`config.mk`:
```
export PLATFORM = sky130hd
export DESIGN_NAME = dsp_config_loader
export DESIGN_NICKNAME = d
export VERILOG_FILES = /design/src/rtl/dsp_config_loader.sv
export SDC_FILE = /design/constraint.sdc
export NUM_CORES = 1
export LEC_CHECK = 0
export ABC_AREA = 1
export CORE_ASPECT_RATIO = 2
export CORE_MARGIN = 1.5
export CORE_UTILIZATION = 50
export CTS_BUF_LIST = sky130_fd_sc_hd__clkbuf_8
export DETAILED_ROUTE_END_ITERATION = 12
export DONT_BUFFER_PORTS = 1
export HOLD_SLACK_MARGIN = 0.05
export PLACE_DENSITY = 0.63
export SYNTH_ARGS = -nofsm -noshare
export SYNTH_HDL_FRONTEND = slang
export SYNTH_SLANG_ARGS = --single-unit
```
`constraint.sdc`:
```
create_clock -name clk -period 4.95 [get_ports clk]
set_input_delay 0.2475 -clock clk [delete_from_list [all_inputs] [get_ports clk]]
set_output_delay 0.2475 -clock clk [all_outputs]
set_load 0.005 [all_outputs]
```
`src/rtl/dsp_config_loader.sv`:
```
// Serial configuration loader: accepts WORD_W-bit words over valid/ready and
// shifts the CHAIN_LEN-bit frame LSB-first into the DSP slice configuration chain.
module dsp_config_loader #(
  parameter int unsigned CHAIN_LEN = 13,
  parameter int unsigned WORD_W    = 8,
  parameter int unsigned CNT_W     = 16
) (
  input  logic              clk,
  input  logic              reset_n,
  input  logic              start,
  input  logic [WORD_W-1:0] cfg_data,
  input  logic              cfg_valid,
  output logic              cfg_ready,
  output logic              configuration_input,
  output logic              configuration_enable,
  output logic              busy,
  output logic              done
);

  localparam int unsigned WL_W = $clog2(WORD_W + 1);

  typedef enum logic [1:0] {
    IDLE,
    LOAD,
    SHIFT,
    DONE
  } state_t;

  state_t            state, state_next;
  logic [WORD_W-1:0] sreg, sreg_next;
  logic [CNT_W-1:0]  frame_cnt, frame_cnt_next, frame_cnt_inc;
  logic [WL_W-1:0]   word_left, word_left_next;
  logic              cfg_in_q, cfg_en_q;

  // Bits to take from a freshly captured word: the last word may be partial.
  function automatic logic [WL_W-1:0] word_len(input logic [CNT_W-1:0] consumed);
    logic [CNT_W-1:0] remaining;
    remaining = CNT_W'(CHAIN_LEN) - consumed;
    if (remaining >= CNT_W'(WORD_W)) return WL_W'(WORD_W);
    return WL_W'(remaining);
  endfunction

  assign frame_cnt_inc = frame_cnt + CNT_W'(1);

  always_comb begin
    state_next     = state;
    sreg_next      = sreg;
    frame_cnt_next = frame_cnt;
    word_left_next = word_left;
    cfg_ready      = 1'b0;
    case (state)
      IDLE: begin
        if (start) begin
          frame_cnt_next = '0;
          state_next     = LOAD;
        end
      end
      LOAD: begin
        cfg_ready = 1'b1;
        if (cfg_valid) begin
          sreg_next      = cfg_data;
          word_left_next = word_len(frame_cnt);
          state_next     = SHIFT;
        end
      end
      SHIFT: begin
        sreg_next      = sreg >> 1;
        word_left_next = word_left - WL_W'(1);
        frame_cnt_next = frame_cnt_inc;
        if (word_left == WL_W'(1)) begin
          if (frame_cnt_inc == CNT_W'(CHAIN_LEN)) begin
            state_next = DONE;
          end else begin
            // Accepting the next word on the last bit avoids a bubble.
            cfg_ready = 1'b1;
            if (cfg_valid) begin
              sreg_next      = cfg_data;
              word_left_next = word_len(frame_cnt_inc);
            end else begin
              state_next = LOAD;
            end
          end
        end
      end
      DONE:    state_next = IDLE;
      default: state_next = IDLE;
    endcase
  end

  // Chain outputs are registered from next-state values so they line up with SHIFT.
  always_ff @(posedge clk or negedge reset_n) begin
    if (!reset_n) begin
      state     <= IDLE;
      sreg      <= '0;
      frame_cnt <= '0;
      word_left <= '0;
      cfg_in_q  <= 1'b0;
      cfg_en_q  <= 1'b0;
    end else begin
      state     <= state_next;
      sreg      <= sreg_next;
      frame_cnt <= frame_cnt_next;
      word_left <= word_left_next;
      cfg_en_q  <= (state_next == SHIFT);
      cfg_in_q  <= (state_next == SHIFT) && sreg_next[0];
    end
  end

  assign configuration_input  = cfg_in_q;
  assign configuration_enable = cfg_en_q;
  assign busy                 = (state != IDLE);
  assign done                 = (state == DONE);

endmodule

```
==> results.md <==
- Status: completed
- Number of setup buffers added after CTS: 0
- Slew of the pin with the lowest slew margin: 0.6845 ns
- Routed vias: 2966
- Period utilization: 0.5749
- Mean area per synthesized cell: 6.413 um^2
- Crit-path max FO: 13
- Max_cap viols: 0
- Share of cells above drive strength 1: 0.1096
- Design Area, Final: 3074 um^2
- Fmax: between 300 and 400 MHz
- Setup crit end kind: flop
- Number of synthesized flops with an enable pin: 0
- Drt initial violations: 138
- Worst Path Required: 5.10 ns
- Synthesized flop and latch total: 32
- Hold Crit Class: primary input to flop
- Crit path launch type: flop
- Initial antenna violation count: 0
- Rel. slew slack: 0.5389
- WL per Instance: 16.29 um
- Synthesis-to-layout area growth: 5.587%
- Setup Skew: 0.006307 ns
- Max Root-Sink Buffers: 2
- Remaining Overflow, GRT: 0
- Core footprint: 5660 um^2
- CTS tree: done
- Pwr/cell area: roughly 340 nW/um^2
- Kind of critical path: flop to flop
- P_leak: 0.001631 uW
- Largest stage delay on the critical path: 0.49 ns
- Ys async rst share: 1.000
- Clk root buf: clkbuf_8
- IO Count: 17
- Row cnt: 39
- Die Height: ~110 um
- Area share of the largest cell type after synthesis: 0.2750
- Initial core utilization: 0.5144
- Clk_lat worst skew: approximately 0.30 ns
- Max rail drop VDD: 0.3127 mV
- Bufs and invs on worst path: 1
- First-pass GRT wire length: 13580 um
- Worst-path cell chain: ha_1 > nand2_1 > nor2_4 > nand3b_2 > xor2_1 > nor2_2 > nand4_2 > nand3_2 > o21ai_0 > inv_1 > o21ai_0 > nand2_1 > nand2_1 > o21ai_0
- DRC: 0
- CTS clk-pin slew, worst paths: 0.07 ns
- Number of diodes: 0
- Gpl congestion: 0.9174
- Synth Flop Type: dfrtp_1
- Seq/Total Area, Yosys: 0.2750
- Fin crit period: 2.846 ns
- Clock sink count: 32
- CP delay by family, top: simple AND/OR/NAND/NOR gates
- Yosys warnings: 0
- Post-Syn Instances: 454
- WL final: 8420 um
- Total GRT Usage: 0.2809
- Dominant cell type by area after synthesis: dfrtp_1
- Pwr Total: 1052 uW
- Detail Placement HPWL: 6629 um
- Slew Viols, Final: 0
- R2R cell count: 14
- Placed Instance Area: 2948 um^2
- Post-Syn Area: 2912 um^2
- Largest net degree at the start of global routing: 33
- Hold Vio Cnt, Final: 0
- Router iterations before antenna repair: 4
- Antenna-violating nets left: 0
- Nets@finish: 480
- Worst Hold Depth: 2
- Setup TNS Final: 0 ns
- Syn Nets: 478
- Die area: 6318 um^2
- Final setup viols: 0
- Layout fillers: 590
- H-tree Lvls: 2
- RSZ-0062 raised after global routing: no
- Hold WS: 0.1024 ns
- CTS buffer count: 5
- Largest cells by area after synthesis: dfrtp_1 28%, nand2_1 17%, inv_1 7.9%
- Die width: ~57 um
- Worst EP arrival: 3.00 ns
- Vias in the first global route: approximately 3000
- CP Depth: 14
- I/O Buffers: 0
- Synth unique cells: 39
- CP max stage cell: dfrtp_1
- Vias/cell: 5.737
[per-stage QoR]
step / instances / utilization / worst slack [ns]
detailed placement: 508 / 0.5208 / 2.141
global placement: 508 / 0.5208 / 2.169
finish: 517 / 0.5431 / 2.104
CTS: 517 / 0.5431 / 2.116
global route: 517 / 0.5431 / 1.825
floorplan: 454 / - / 2.730
[power breakdown]
group	total [uW]	internal, uW	switching [uW]
combinational	463	138	324
clock	229	124	105
sequential	361	318	43.4
total	1050	580	472
[cells in the mapped netlist (2+ instances only)]
| library cell | count |
|---|---|
| a211oi_1 | 2 |
| a21oi_1 | 17 |
| a31oi_1 | 2 |
| buf_2 | 2 |
| clkbuf_1 | 2 |
| dfrtp_1 | 32 |
| ha_1 | 12 |
| inv_1 | 61 |
| inv_2 | 6 |
| nand2_1 | 129 |
| nand2_2 | 12 |
| nand3_1 | 39 |
| nand3_2 | 2 |
| nand4_1 | 11 |
| nor2_1 | 35 |
| nor2_2 | 12 |
| nor2_4 | 4 |
| nor3_1 | 5 |
| o2111ai_1 | 2 |
| o211ai_1 | 2 |
| o21ai_0 | 17 |
| o21ai_1 | 9 |
| o22ai_1 | 16 |
| xor2_1 | 8 |
[cells by family (layout without fill, tap and decap cells)]
kind of cell             Yosys count  after routing  synth area share
AO/OA/AOI/OAI                     72             72            0.1427
adder cells (fa/ha/maj)           12             12           0.05157
XOR/XNOR                           8              8           0.02407
AND/OR/NAND/NOR                  256            256            0.4065
flip-flops                        32             32            0.2750
buffers and inverters             74             76            0.1001
[sequential cells by signal, indices dropped and copies added (netlist names)]
register and cells:
frame_cnt 16, configuration_input 1, state 2, sreg 8, configuration_enable 1, word_left 4
[path summary, 6_finish.rpt]
kind                                        endpoint                startpoint  slack (ns)
min in group asynchronous   frame_cnt[6]$_DFFE_PN0P_                   reset_n        0.40
max in group asynchronous  frame_cnt[12]$_DFFE_PN0P_                   reset_n        4.36
min                              sreg[7]$_DFFE_PN0P_                 cfg_valid        0.10
min reg2reg                      sreg[5]$_DFFE_PN0P_       sreg[5]$_DFFE_PN0P_        0.49
max                              sreg[4]$_DFFE_PN0P_  frame_cnt[2]$_DFFE_PN0P_        2.10
max reg2reg                      sreg[4]$_DFFE_PN0P_  frame_cnt[2]$_DFFE_PN0P_        2.10
[routing by layer]
layer	GRT usage	wire length, um
met1	0.2586	2928
met2	0.5563	4888
met3	0.03384	195
met4	0.1473	408
met5	0	0
[layout by cell type, fill, tap and decap left out, drive strengths merged, types with 2 or more instances in the layout]
master     n
a31oi      2
o21ai     27
o2111ai    2
ha        12
inv       67
xor2       8
nand3     41
a211oi     2
clkbuf     7
nand4     12
a21oi     17
nand2    142
nor2      51
nor3       6
dfrtp     32
o22ai     16
or2        2
o211ai     2
[cell type report]
class / count / area (um^2) / area share
Clock buffer: 7 / 96.34 / 0.03134
Inverter: 67 / 251.5 / 0.08181
Multi-Input combinational cell: 348 / 1819 / 0.5918
Sequential cell: 32 / 800.8 / 0.2605
Tap cell: 61 / 76.32 / 0.02483
Timing Repair Buffer: 2 / 30.03 / 0.009768
[timing repair]
action | in CTS | in global routing
hold endpoints to repair | 32 | 0
gates resized for setup | 0 | 0
hold buffers | 2 | 0
Power figures use the tool's default switching activity.
